<file path="src/rtl/jtgng_romrq_multi_if.sv">
// Client/SDRAM-side bundle of the multi-entry ROM request cache.
// The cache uses the slave view; the client/arbiter side uses master.
interface jtgng_romrq_multi_if #(
  parameter int AW = 18,
  parameter int DW = 8
);
  logic          cen;
  logic [AW-1:0] addr;
  logic          addr_ok;
  logic          flush;
  logic [31:0]   din;
  logic          we;
  logic          req;
  logic [AW-1:0] addr_req;
  logic          data_ok;
  logic [DW-1:0] dout;

  modport master (
    output cen, addr, addr_ok, flush, din, we,
    input  req, addr_req, data_ok, dout
  );

  modport slave (
    input  cen, addr, addr_ok, flush, din, we,
    output req, addr_req, data_ok, dout
  );
endinterface

</file>
<file path="src/rtl/jtgng_romrq_multi.sv">
// Multi-entry ROM request cache: ENTRIES cached 32-bit words, round-robin
// replacement, one outstanding SDRAM fill at a time.
module jtgng_romrq_multi #(
  parameter int AW        = 18,
  parameter int DW        = 8,
  parameter int ENTRIES   = 4,
  parameter int INVERT_A0 = 0
) (
  input logic clk,
  input logic rst,
  jtgng_romrq_multi_if.slave bus
);
  localparam int PW = (ENTRIES > 1) ? $clog2(ENTRIES) : 1;

  typedef enum logic {IDLE, WAIT} state_t;

  state_t             state_reg;
  logic [ENTRIES-1:0] valid_reg;
  logic [AW-1:0]      tag_reg  [ENTRIES];
  logic [31:0]        data_reg [ENTRIES];
  logic [PW-1:0]      ptr_reg;
  logic               req_reg;
  logic               data_ok_reg;
  logic [AW-1:0]      addr_req_reg;
  logic [DW-1:0]      dout_reg;

  logic [AW-1:0]      aligned;
  logic [ENTRIES-1:0] match;
  logic [PW-1:0]      hit_idx;
  logic               hit;
  logic [31:0]        hit_word;
  logic [1:0]         sa;
  logic [DW-1:0]      lane;

  always_comb begin
    aligned = bus.addr;
    if (DW == 8)
      aligned[1:0] = 2'b00;
    else if (DW == 16)
      aligned[0] = 1'b0;
  end

  for (genvar gi = 0; gi < ENTRIES; gi++) begin : g_match
    assign match[gi] = valid_reg[gi] && (tag_reg[gi] == aligned);
  end

  // Lowest matching index wins if two entries ever carry the same tag.
  always_comb begin
    hit_idx = '0;
    for (int i = ENTRIES - 1; i >= 0; i--)
      if (match[i]) hit_idx = PW'(i);
  end

  assign hit      = bus.addr_ok && (|match);
  assign hit_word = data_reg[hit_idx];
  assign sa       = bus.addr[1:0] ^ {1'b0, (INVERT_A0 != 0) && (DW != 32)};

  if (DW == 8) begin : g_lane8
    assign lane = hit_word[{sa, 3'b000} +: 8];
  end else if (DW == 16) begin : g_lane16
    assign lane = sa[0] ? hit_word[31:16] : hit_word[15:0];
  end else begin : g_lane32
    assign lane = hit_word;
  end

  always_ff @(posedge clk) begin
    if (rst) begin
      state_reg    <= IDLE;
      valid_reg    <= '0;
      ptr_reg      <= '0;
      req_reg      <= 1'b0;
      data_ok_reg  <= 1'b0;
      addr_req_reg <= '0;
      dout_reg     <= '0;
    end else if (bus.flush) begin
      // Flush wins over cen, a pending fill and any coincident we.
      state_reg   <= IDLE;
      valid_reg   <= '0;
      ptr_reg     <= '0;
      req_reg     <= 1'b0;
      data_ok_reg <= 1'b0;
    end else if (bus.cen) begin
      case (state_reg)
        IDLE: begin
          addr_req_reg <= aligned;
          data_ok_reg  <= hit;
          if (hit)
            dout_reg <= lane;
          if (bus.addr_ok && !hit) begin
            state_reg <= WAIT;
            req_reg   <= 1'b1;
          end
        end
        WAIT: begin
          data_ok_reg <= 1'b0;
          // addr_req stays frozen here, so the fill is tagged with the
          // address that missed even if the client moved on.
          if (bus.we) begin
            tag_reg[ptr_reg]   <= addr_req_reg;
            data_reg[ptr_reg]  <= bus.din;
            valid_reg[ptr_reg] <= 1'b1;
            ptr_reg            <= ptr_reg + 1'b1;
            state_reg          <= IDLE;
            req_reg            <= 1'b0;
          end
        end
        default: state_reg <= IDLE;
      endcase
    end
  end

  assign bus.req      = req_reg;
  assign bus.addr_req = addr_req_reg;
  assign bus.data_ok  = data_ok_reg;
  assign bus.dout     = dout_reg;
endmodule

</file>
<file path="src/flat_wrapper.sv">
// flat-port wrapper written by rule: the top's interface ports become plain ports
module jtgng_romrq_multi_flat 
#(
  parameter int AW        = 18,
  parameter int DW        = 8,
  parameter int ENTRIES   = 4,
  parameter int INVERT_A0 = 0
)
  (clk, rst, bus_cen, bus_addr, bus_addr_ok, bus_flush, bus_din, bus_we, bus_req, bus_addr_req, bus_data_ok, bus_dout);
  jtgng_romrq_multi_if #(.AW(AW), .DW(DW)) bus_i ();
  input logic clk;
  input logic rst;
  input wire logic [$bits(bus_i.cen)-1:0] bus_cen;
  input wire logic [$bits(bus_i.addr)-1:0] bus_addr;
  input wire logic [$bits(bus_i.addr_ok)-1:0] bus_addr_ok;
  input wire logic [$bits(bus_i.flush)-1:0] bus_flush;
  input wire logic [$bits(bus_i.din)-1:0] bus_din;
  input wire logic [$bits(bus_i.we)-1:0] bus_we;
  output wire logic [$bits(bus_i.req)-1:0] bus_req;
  output wire logic [$bits(bus_i.addr_req)-1:0] bus_addr_req;
  output wire logic [$bits(bus_i.data_ok)-1:0] bus_data_ok;
  output wire logic [$bits(bus_i.dout)-1:0] bus_dout;
  assign bus_i.cen = bus_cen;
  assign bus_i.addr = bus_addr;
  assign bus_i.addr_ok = bus_addr_ok;
  assign bus_i.flush = bus_flush;
  assign bus_i.din = bus_din;
  assign bus_i.we = bus_we;
  assign bus_req = bus_i.req;
  assign bus_addr_req = bus_i.addr_req;
  assign bus_data_ok = bus_i.data_ok;
  assign bus_dout = bus_i.dout;
  jtgng_romrq_multi #(.AW(AW), .DW(DW), .ENTRIES(ENTRIES), .INVERT_A0(INVERT_A0)) u_core (.clk(clk), .rst(rst), .bus(bus_i));
endmodule
</file>
<file path="config.mk">
export PLATFORM = sky130hd
export DESIGN_NAME = jtgng_romrq_multi_flat
export DESIGN_NICKNAME = d
export VERILOG_FILES = /design/src/rtl/jtgng_romrq_multi_if.sv /design/src/rtl/jtgng_romrq_multi.sv /design/src/flat_wrapper.sv
export SDC_FILE = /design/constraint.sdc
export NUM_CORES = 1
export LEC_CHECK = 0
export BUFFER_PORTS_ARGS = -buffer_cell sky130_fd_sc_hd__buf_2
export CORE_UTILIZATION = 55
export DETAILED_ROUTE_END_ITERATION = 8
export PLACE_DENSITY = 0.71
export RECOVER_POWER = 50
export SKIP_LAST_GASP = 1
export SYNTH_ARGS = -nofsm -noshare
export SYNTH_HDL_FRONTEND = slang
export SYNTH_SLANG_ARGS = --single-unit
</file>
<file path="constraint.sdc">
create_clock -name clk -period 8.3 [get_ports clk]
set_clock_uncertainty 0.15 [all_clocks]
set_input_delay 0.415 -clock clk [delete_from_list [all_inputs] [get_ports clk]]
set_output_delay 0.415 -clock clk [all_outputs]
set_load 0.05 [all_outputs]
</file>
* After elaboration in Yosys (flattened, before gate mapping)
Memories as Yosys holds them, arrays and structs flattened.
Cells that the tools add are included.
** Operators by class
- Multipliers :: 0
- Shifts and indexed selects :: 1
- Eq/ne operators :: 6
- Bitwise operators :: 3
- Divide/modulo/power cells :: 0
- Add/sub/neg operators :: 1
- Reductions and logical operators :: 14
- Muxes and demuxes :: 19
- Order comparisons :: 2
** Operator list (count)
- $eq 18x18->1 :: 4
- $shiftx 32x6->8 :: 1
- $mux 1 :: 11
- $reduce_and 3->1 :: 3
- $mux 2 :: 4
- $logic_and 1x1->1 :: 7
- $pmux 1 s2 :: 3
- $or 4x4->4 :: 1
- $reduce_and 4->1 :: 1
- $reduce_or 4->1 :: 1
- $lt 2x3->1 const B :: 1
- $add 2x1->2 const B :: 1
- $demux 1 s2 :: 1
- $ge 2x1->1 const B :: 1
- $ne 2x1->1 const B :: 1
- $ne 2x2->1 const B :: 1
- $not 1->1 :: 2
- $reduce_or 2->1 :: 1
- $logic_not 1->1 :: 1
** Storage, ports and cells
- Memory bits (writable) :: 192
- Input bits :: 56
- Latch bits :: 0
- Output and inout port bits :: 28
- Memories kept :: 2
- Register bits :: 33
- ROM bits :: 0
** Memories
- u_core.data_reg :: depth 4, bits a word 32, rd ports 1, clocked after Yosys merged registers in 0, wr ports 1, line jtgng_romrq_multi.sv:20 : logic [31:0] data_reg [ENTRIES];
- u_core.tag_reg :: depth 4, bits a word 16, rd ports 4, clocked after Yosys merged registers in 0, wr ports 1, line jtgng_romrq_multi.sv:19 : logic [AW-1:0] tag_reg [ENTRIES];

* Logic depth before layout (Yosys ltp)
Gate-level depths: netlist of the first run.
An unclocked memory read counts as a cell.
- Depth in word-level cells :: 9
- Depth in mapped cells :: 12
- Gate-level depth less buffers :: 9

* Worst setup path after synthesis of the first run
Ideal clock, no wire load.
- Path kind :: input port to flip-flop
- Start :: input rst
- End :: memory u_core.data_reg[0][0], enable pin
- Setup slack :: 5.342 ns
- Data arrival time :: 2.397 ns
- Data required time :: 7.739 ns
- Cell stages on the path :: 5
- Library setup time :: 0.411 ns
- Cell sequence :: clkbuf_1 > or2_2 > clkbuf_1 > nor2_1 > and2_1
** On the way
- Cells in the longest elaborated chain, start to end :: 2
** Ends and longest elaborated chain
- start: declaration :: line flat_wrapper.sv:12 : input logic rst;
- $mux 1 :: line jtgng_romrq_multi.sv:67 : if (rst) begin
- $mux 1 (not written as such) :: line jtgng_romrq_multi.sv:100 : data_reg[ptr_reg] <= bus.din;
- end: declaration :: line jtgng_romrq_multi.sv:20
No other way between the ends.

==> results of run 1 <==
## cells in the mapped netlist (4+ instances only)
master,count
nand4_1,7
nand2_1,55
buf_2,13
and2_1,7
nand3_1,6
nor2_1,12
a21o_1,17
edfxtp_1,192
nor4_2,4
ha_1,4
clkbuf_1,13
o21ai_0,7
o211ai_1,8
dfxtp_1,33
xnor2_1,38
xor2_1,27
o211a_1,6
buf_4,5
nor4_1,7
mux2_2,15
o221ai_1,13
mux2i_1,41
a21oi_1,21
## cell families after synthesis
kind of cell    synth area share, %
flops                          70.4
simple gates                   6.86
compound gates                 7.20
xor+xnor                       6.24
mux                            6.51
buf+inv                        2.19
fa+ha+maj                     0.548
other cells                  0.0411
## area by class of cell
class                           count  area (um^2)  share of cell area, %
Multi-Input combinational cell    335         2520                   23.5
Clock inverter                     11          163                   1.51
Timing Repair Buffer              120          723                   6.73
Clock buffer                       30          632                   5.88
Sequential cell                   225         6430                   59.8
Inverter                            3         11.3                  0.105
Tap cell                          216          270                   2.51
## power breakdown
group | switching [mW] | internal [mW] | leakage [nW]
sequential | 0.00587 | 1.23 | 2.05
combinational | 0.0589 | 0.0337 | 1.47
clock | 0.406 | 0.661 | 0.384
total | 0.471 | 1.92 | 3.90
## per-stage QoR
step,power [mW],utilization [%],setup WS [ps],cell area (um^2)
5_1_grt,2.46,66.9,4360,10700
2_1_floorplan,1.31,-,5340,9130
6_report,2.39,66.9,4660,10700
3_3_place_gp,1.34,60.4,4520,9700
3_5_place_dp,1.34,60.4,4460,9700
4_1_cts,2.41,67.3,4660,10800
## worst min path at each step
stage	startpoint	cells after the start	slack, ps	end
4_1_cts	bus_din[28]	1	10	u_core.data_reg[1][28]
2_1_floorplan	u_core.valid_reg[0]	1	280	u_core.valid_reg[0]
3_3_place_gp	u_core.valid_reg[2]	1	280	u_core.valid_reg[2]
6_report	bus_addr[8]	3	80	u_core.bus.addr_req[8]
5_1_grt	bus_addr[10]	3	70	u_core.bus.addr_req[10]
3_5_place_dp	u_core.valid_reg[1]	1	290	u_core.valid_reg[1]
## worst max-delay path, delay by kind of cell (launching register included)
kind                   cells  cell delay, ps
AO/OA/AOI/OAI              3             450
XOR/XNOR                   1             170
buffers and inverters      1             650
flip-flops                 1             370
multiplexers               1             360
AND/OR/NAND/NOR            4            1310
## metal layers
layer,vias to the layer above,wire length [um],GRT usage [%]
met3,25,1100,3.50
li1,2469,-,-
met5,-,13,0
met1,2590,8620,33.1
met4,2,276,5.41
met2,164,9150,36.9
==> results.txt, run 1 <==
Startpoint Class - flip-flop
most common cell after layout, fill and taps aside - edfxtp_1
most frequent cells in the layout - edfxtp_1, nand2_1, clkbuf_1
period utilization - 43.9%
Cell Rows - 46
vias in the first global route - 5225
Hold WC Path Type - in -> reg
post-route insts no fill - 940
WHS - 75.6 ps
Post-synth EDFFs - 192
register area share after synthesis - 70.4%
WL final - 19.2 mm
hold_buf cts - 31
WP data arrival - 3870 ps
initial antenna violation count - 1
largest net degree at the start of global routing - 50
Slew HR - 41.1%
clk_lat worst skew - 490 ps
mean routed wirelength per cell - 20.4 um
Die ar. - 17100 um^2
remaining global-route overflow - 0
final setup violation count - 0
Post-DRT Antenna Nets - 0
CTS buffer count - 23
Tot GR Track Use - 22.9%
Pleak - 3.90 nW
I/O Buffers - 81
synth top area cells - edfxtp_1, dfxtp_1, mux2i_1
crit end category - flip-flop
via count - 5250
layout cells sized above 1 - 15.6%
f_max - 0.274 GHz
CP cell instances - xor2_1 > nor4_1 > nand2_1 > nor4_1 > o21bai_4 > buf_4 > mux2_4 > o221ai_2 > o31ai_1 > or3_1
Filler Cells Inserted - 1154
cell taking the most area after synthesis - edfxtp_1
fraction of registers with async set/reset - 0%
max-cap violations - 0
slowest CP cell - buf_4
Worst-Margin Slew - 881 ps
Worst-path clk slew - 60 ps
RSZ-0062 raised after global routing - no
post-DP HPWL - 11.9 mm
RD Place Congestion - 0.807
n_diodes - 0
Worst Path Class, Setup - reg -> reg
# clock sinks - 225
Starting Density - 56.8%
dpl cells - 868
max FFs per register - 128
critical path fanouts, max - 49
initial DRC count - 391
die width - 131 um
Critical Path End - u_core.bus.dout[4]
Area Overhead vs Synth - 17.8%
H-tree levels - 1
post-CTS setup buffer count - 0
CTS Buffer Depth - 3
most frequent CP cell - nor4_1
Die Y - 131 um
Fin. Hold Viols - 0
Seq cells post-synth - 225
router iterations before antenna repair - 5
Placeable Area - 16100 um^2
worst-case reg-to-reg path depth - 10
crit path launch - u_core.tag_reg[0][2]
CP required - 8530 ps
setup tns final - 0 ps
reg2reg start - u_core.tag_reg[0][2]
Avg Cell Area, Syn - 15.3 um^2
synthesized cell area - 9130 um^2
RR Endpoint - u_core.bus.dout[4]
leading register cell type out of synthesis - edfxtp_1
root buffer cell - clkbuf_16
nets@finish - 768
routed vias/inst - 5.59
CTS tree - yes
Synth Instances - 597
count of pins over their slew limit - 0
Post-CTS Resized - 0
drc violations - 0
Tmin final - 3640 ps
P per Cell Area - 223 nW/um^2
Worst path max stage delay - 650 ps
Yosys cell types - 54
first-pass GRT wire length - 28.9 mm
status - finished clean
Synth warnings - 0
Synth top area share - 63.2%
Worst R2R Setup Slack - 4660 ps
maximum vdd drop - 0.207 mV
Ports - 84
(Power assumes the default switching activity.)
==> inputs of run 2 (changes only) <==
--- a/config.mk
+++ b/config.mk
@@ -6,7 +6,7 @@
 export NUM_CORES = 1
 export LEC_CHECK = 0
 export BUFFER_PORTS_ARGS = -buffer_cell sky130_fd_sc_hd__buf_2
-export CORE_UTILIZATION = 55
+export CORE_UTILIZATION = 53
 export DETAILED_ROUTE_END_ITERATION = 8
 export PLACE_DENSITY = 0.71
 export RECOVER_POWER = 50
==> constraint.sdc (replaced) <==
create_clock -name clk -period 3 [get_ports clk]
set_clock_uncertainty 0.15 [all_clocks]
set_input_delay 0.15 -clock clk [delete_from_list [all_inputs] [get_ports clk]]
set_output_delay 0.15 -clock clk [all_outputs]
set_load 0.05 [all_outputs]
==> results.txt, run 2 (synthesis gave the netlist of run 1 again) <==
status - finished clean
WL final - 20.1 mm (+5.0%)
Placeable Area - 16700 um^2 (+4.0%)
Worst-path clk slew - 60 ps (about the same)
die width - 133 um (+1.8%)
# clock sinks - 225 (unchanged)
Slew HR - 40.9% (-0.14 points)
Pleak - 4.27 nW (+9.3%)
initial DRC count - 327 (-16%)
Worst Path Class, Setup - reg -> reg
WHS - 106 ps (+30.3 ps)
critical path fanouts, max - 15 (-69%)
H-tree levels - 1 (unchanged)
CP required - 3250 ps (-5280 ps)
WP data arrival - 3190 ps (-680 ps)
period utilization - 98.2% (+54 points)
Worst-Margin Slew - 883 ps (+2.05 ps)
drc violations - 0 (unchanged)
remaining global-route overflow - 0 (unchanged)
P per Cell Area - 580 nW/um^2 (+160%)
RSZ-0062 raised after global routing - yes
Startpoint Class - flip-flop
nets@finish - 838 (+9.1%)
via count - 5594 (+6.6%)
CTS buffer count - 24 (+4.3%)
Fin. Hold Viols - 0 (unchanged)
Place WS - -188 ps (-4650 ps)
root buffer cell - clkbuf_16
mean routed wirelength per cell - 19.8 um (-2.8%)
clk_lat worst skew - 510 ps (+20 ps)
initial antenna violation count - 0 (-1)
f_max - 0.339 GHz (+24%)
largest net degree at the start of global routing - 38 (-24%)
count of pins over their slew limit - 0 (unchanged)
Post-DRT Antenna Nets - 0 (unchanged)
RD Place Congestion - 0.803 (-0.48%)
Die ar. - 17700 um^2 (+3.7%)
maximum vdd drop - 0.485 mV (+130%)
most frequent cells in the layout - edfxtp_1, dlygate4sd3_1, clkbuf_1
Ports - 84 (unchanged)
vias in the first global route - 5912 (+13%)
Tot GR Track Use - 23.4% (+0.51 points)
Tmin final - 2950 ps (-698 ps)
Area Overhead vs Synth - 26.1%
CTS tree - yes
Cell Rows - 47 (+2.2%)
Hold WC Path Type - in -> reg
most common cell after layout, fill and taps aside - edfxtp_1
max FFs per register - 128 (unchanged)
post-DP HPWL - 12.7 mm (+7.3%)
first-pass GRT wire length - 31.6 mm (+9.5%)
Starting Density - 54.6% (-2.2 points)
CTS Buffer Depth - 3 (unchanged)
max-cap violations - 0 (unchanged)
routed vias/inst - 5.51 (-1.4%)
n_diodes - 0 (unchanged)
I/O Buffers - 81 (unchanged)
Die Y - 133 um (+1.8%)
crit end category - flip-flop
worst setup margin - 54.3 ps (-4600 ps)
layout cells sized above 1 - 18.0% (+2.4 points)
router iterations before antenna repair - 5 (unchanged)
final setup violation count - 0 (unchanged)
## run 2: final timing paths
| check | start | end | slack, ps | depth (start not counted) |
|---|---|---|---|---|
| setup reg to reg | u_core.tag_reg[1][11] | u_core.bus.dout[4] | 50 | 11 |
| setup / recovery | u_core.tag_reg[1][11] | u_core.bus.dout[4] | 50 | 11 |
| hold / removal | bus_addr[0] | u_core.bus.dout[4] | 110 | 4 |
| hold reg to reg | u_core.valid_reg[1] | u_core.valid_reg[1] | 310 | 1 |
## run 2: cell type report
cell class,instances,area [um^2]
Sequential cell,225,6430
Fill cell,1179,5190
Multi-Input combinational cell,335,2580
Timing Repair Buffer,189,1400
Clock buffer,34,709
Tap cell,220,275
Clock inverter,10,104
Inverter,3,11.3
## run 2: timing repair
action                                  CTS  global route
hold buffers                             69             0
buffers inserted                          6             3
pin swaps                                 3             5
endpoints found under the setup margin    6             8
endpoints found under the hold margin   152             0
resized for setup                         2            15
## run 2: power by group
group	internal, mW	switching, mW	total, mW
logic	0.123	0.173	0.296
clock network	1.82	1.14	2.96
registers	3.40	0.0179	3.42
total	5.34	1.33	6.67
## run 2: metal layers
layer  global-route usage [%]  wire length (um)  part of all wire (%)
met1                     32.4              9050                    45
met4                     6.38               306                   1.5
met5                        0                 0                     0
met2                     39.3              9900                    49
met3                     3.08               878                   4.4
## run 2: metrics by stage
| stage | instance area (um^2) | cells | util, % | power [mW] | TNS (ps) |
|---|---|---|---|---|---|
| after floorplan | 9130 | 598 | - | 3.62 | 0 |
| after detailed placement | 9940 | 895 | 59.5 | 3.71 | -376 |
| after global placement | 9940 | 895 | 59.5 | 3.71 | -272 |
| after CTS | 11500 | 1014 | 68.9 | 6.72 | 0 |
| after global routing | 11500 | 1016 | 68.9 | 6.86 | -374 |
| final | 11500 | 1016 | 68.9 | 6.67 | 0 |
## run 2: critical path, cell delays in order, from the launching register on
cell and delay [ps]:
edfxtp_1 390, xor2_1 170, nor4_2 340, nand2_1 170
nor4_2 280, buf_4 180, nor2_1 60, o21ai_2 80
buf_4 280, mux2i_1 160, a22o_1 200, or3_1 360
==> inputs of run 3 (changes only) <==
--- a/config.mk
+++ b/config.mk
@@ -8,6 +8,7 @@
 export BUFFER_PORTS_ARGS = -buffer_cell sky130_fd_sc_hd__buf_2
 export CORE_UTILIZATION = 53
 export DETAILED_ROUTE_END_ITERATION = 8
+export MAX_ROUTING_LAYER = met4
 export PLACE_DENSITY = 0.71
 export RECOVER_POWER = 50
 export SKIP_LAST_GASP = 1
==> constraint.sdc (replaced) <==
create_clock -name clk -period 2.5 [get_ports clk]
set_clock_uncertainty 0.15 [all_clocks]
set_input_delay 0.125 -clock clk [delete_from_list [all_inputs] [get_ports clk]]
set_output_delay 0.125 -clock clk [all_outputs]
set_load 0.05 [all_outputs]
==> results.txt, run 3 (synthesis gave the netlist of run 1 again) <==
status - complete, but fails checks
failing checks - negative setup slack
Worst-path clk slew - 60 ps (about the same)
RD Place Congestion - 0.822 (+2.3%)
clk_lat worst skew - 510 ps (about the same)
mean routed wirelength per cell - 20.3 um (+2.3%)
switching part of the total - 20.0% (+0.068 points)
CTS tree - yes
vias in the first global route - 5966 (+0.91%)
Fin. Hold Viols - 0 (unchanged)
worst setup margin - -429 ps (-483 ps)
WHS - 35.6 ps (-70.4 ps)
routed vias/inst - 5.53 (+0.50%)
max FFs per register - 128 (unchanged)
critical path fanouts, max - 13 (-2)
area of the multi-input gates - 2640 um^2 (+2.2%)
via count - 5727 (+2.4%)
Place WS - -527 ps (-339 ps)
part of the power in registers - 52.6% (+1.4 points)
Tot GR Track Use - 24.7% (+1.3 points)
most common cell after layout, fill and taps aside - edfxtp_1
internal power - 6.23 mW (+17%)
Filler Cells Inserted - 1176 (-0.25%)
crit end category - flip-flop
maximum vdd drop - 0.471 mV (-2.9%)
Placeable Area - 16700 um^2 (unchanged)
# clock sinks - 225 (unchanged)
nets@finish - 859 (+2.5%)
P per Cell Area - 666 nW/um^2 (+15%)
layout cells sized above 1 - 21.7% (+3.8 points)
final setup violation count - 8 (+8)
initial DRC count - 452 (+38%)
Tmin final - 2930 ps (-16.6 ps)
Starting Density - 54.6% (unchanged)
max-cap violations - 0 (unchanged)
Die Y - 133 um (unchanged)
Die ar. - 17700 um^2 (unchanged)
most frequent cells in the layout - edfxtp_1, clkbuf_1, buf_4
CP top delay family - compound AO/OA/AOI/OAI gates
Worst-Margin Slew - 890 ps (+6.55 ps)
CTS buffer count - 23 (-4.2%)
Area Overhead vs Synth - 28.3%
combinational share of power - 4.7% (+0.3 points)
WP data arrival - 3190 ps (about the same)
most frequent CP cell - buf_4
die width - 133 um (unchanged)
slowest CP cell - nor4_2
Cell Rows - 47 (unchanged)
f_max - 0.341 GHz (+0.57%)
Hold WC Path Type - in -> reg
CP required - 2760 ps (-490 ps)
Startpoint Class - flip-flop
crit path buf inv count - 3 (+1)
drc violations - 0 (unchanged)
Slew HR - 40.5% (-0.44 points)
initial antenna violation count - 0 (unchanged)
Pleak - 4.35 nW (+1.9%)
setup tns final - -3020 ps (-3020 ps)
Ports - 84 (unchanged)
root buffer cell - clkbuf_16
Post-DRT Antenna Nets - 0 (unchanged)
n_diodes - 0 (unchanged)
clock network fraction of design power - 42.7% (-1.7 points)
count of pins over their slew limit - 0 (unchanged)
Net Sw Power - 1.56 mW (+17%)
largest net degree at the start of global routing - 50 (+32%)
H-tree levels - 1 (unchanged)
I/O Buffers - 81 (unchanged)
first-pass GRT wire length - 32.3 mm (+2.1%)
period utilization - 117% (+19 points)
post-DP HPWL - 13.3 mm (+4.0%)
RSZ-0062 raised after global routing - yes
Worst Path Class, Setup - reg -> reg
Sequential Area - 6430 um^2 (unchanged)
WL final - 21.0 mm (+4.2%)
Worst path max stage delay - 390 ps (about the same)
CTS Buffer Depth - 3 (unchanged)
router iterations before antenna repair - 5 (unchanged)
remaining global-route overflow - 0 (unchanged)
CP cell instances - xor2_1 > nor4_2 > nand3_1 > a2111oi_4 > buf_4 > o21bai_4 > buf_4 > buf_12 > mux2i_1 > mux2_2 > o211a_1 > o211ai_1
## run 3: per-stage QoR
stage               util [%]  cells  total power, mW  cell area (um^2)
global route            70.1   1035             7.98             11700
global placement        61.5    926             4.47             10300
detailed placement      61.5    926             4.48             10300
floorplan                  -    598             4.34              9190
finish                  70.1   1035             7.80             11700
CTS                     70.0   1030             7.83             11700
## run 3: layout make-up
| type | count | area share [%] |
|---|---|---|
| sequential | 225 | 54.9 |
| multi-input combinational | 336 | 22.6 |
| timing repair buffer | 210 | 13.8 |
| clock buffer | 36 | 5.59 |
| tap | 220 | 2.35 |
| clock inverter | 5 | 0.684 |
| inverter | 3 | 0.0962 |
## run 3: path summary, 6_finish.rpt
path	startpoint	cells past startpoint	slack (ps)	to
hold / removal	bus_addr_ok	4	40	u_core.bus.data_ok
setup / recovery	u_core.tag_reg[3][3]	12	-430	u_core.bus.dout[3]
hold reg to reg	u_core.valid_reg[3]	1	310	u_core.valid_reg[3]
setup reg to reg	u_core.tag_reg[3][3]	12	-430	u_core.bus.dout[3]
## run 3: worst register-to-register path, cell delays in order, from the launching register on
cell and delay (ps):
edfxtp_1 380, xor2_1 170, nor4_2 390, nand3_1 210, a2111oi_4 210, buf_4 200
o21bai_4 110, buf_4 160, buf_12 150, mux2i_1 130, mux2_2 270, o211a_1 210
o211ai_1 80
## run 3: power groups by stage
stage	registers (mW)	logic, mW	clock network, mW
floorplan	4.22	0.126	0
global placement	4.18	0.293	0
CTS	4.10	0.371	3.36
global route	4.10	0.391	3.49
finish	4.10	0.366	3.33
detailed placement	4.18	0.301	0
## run 3: repair_timing
item | 4_1_cts | 5_1_grt
gates resized for setup | 11 | 15
gates cloned | 2 | 1
pin swaps | 8 | 8
endpoints found under the hold margin | 151 | 0
hold buffers | 53 | 0
setup buffers | 8 | 5
setup endpoints to repair | 8 | 10
## run 3: metal layers
metal | GRT usage [%] | wire (um)
met4 | 6.19 | 385
met1 | 33.1 | 9120
met2 | 39.9 | 10200
met5 | - | 0
met3 | 3.73 | 1300
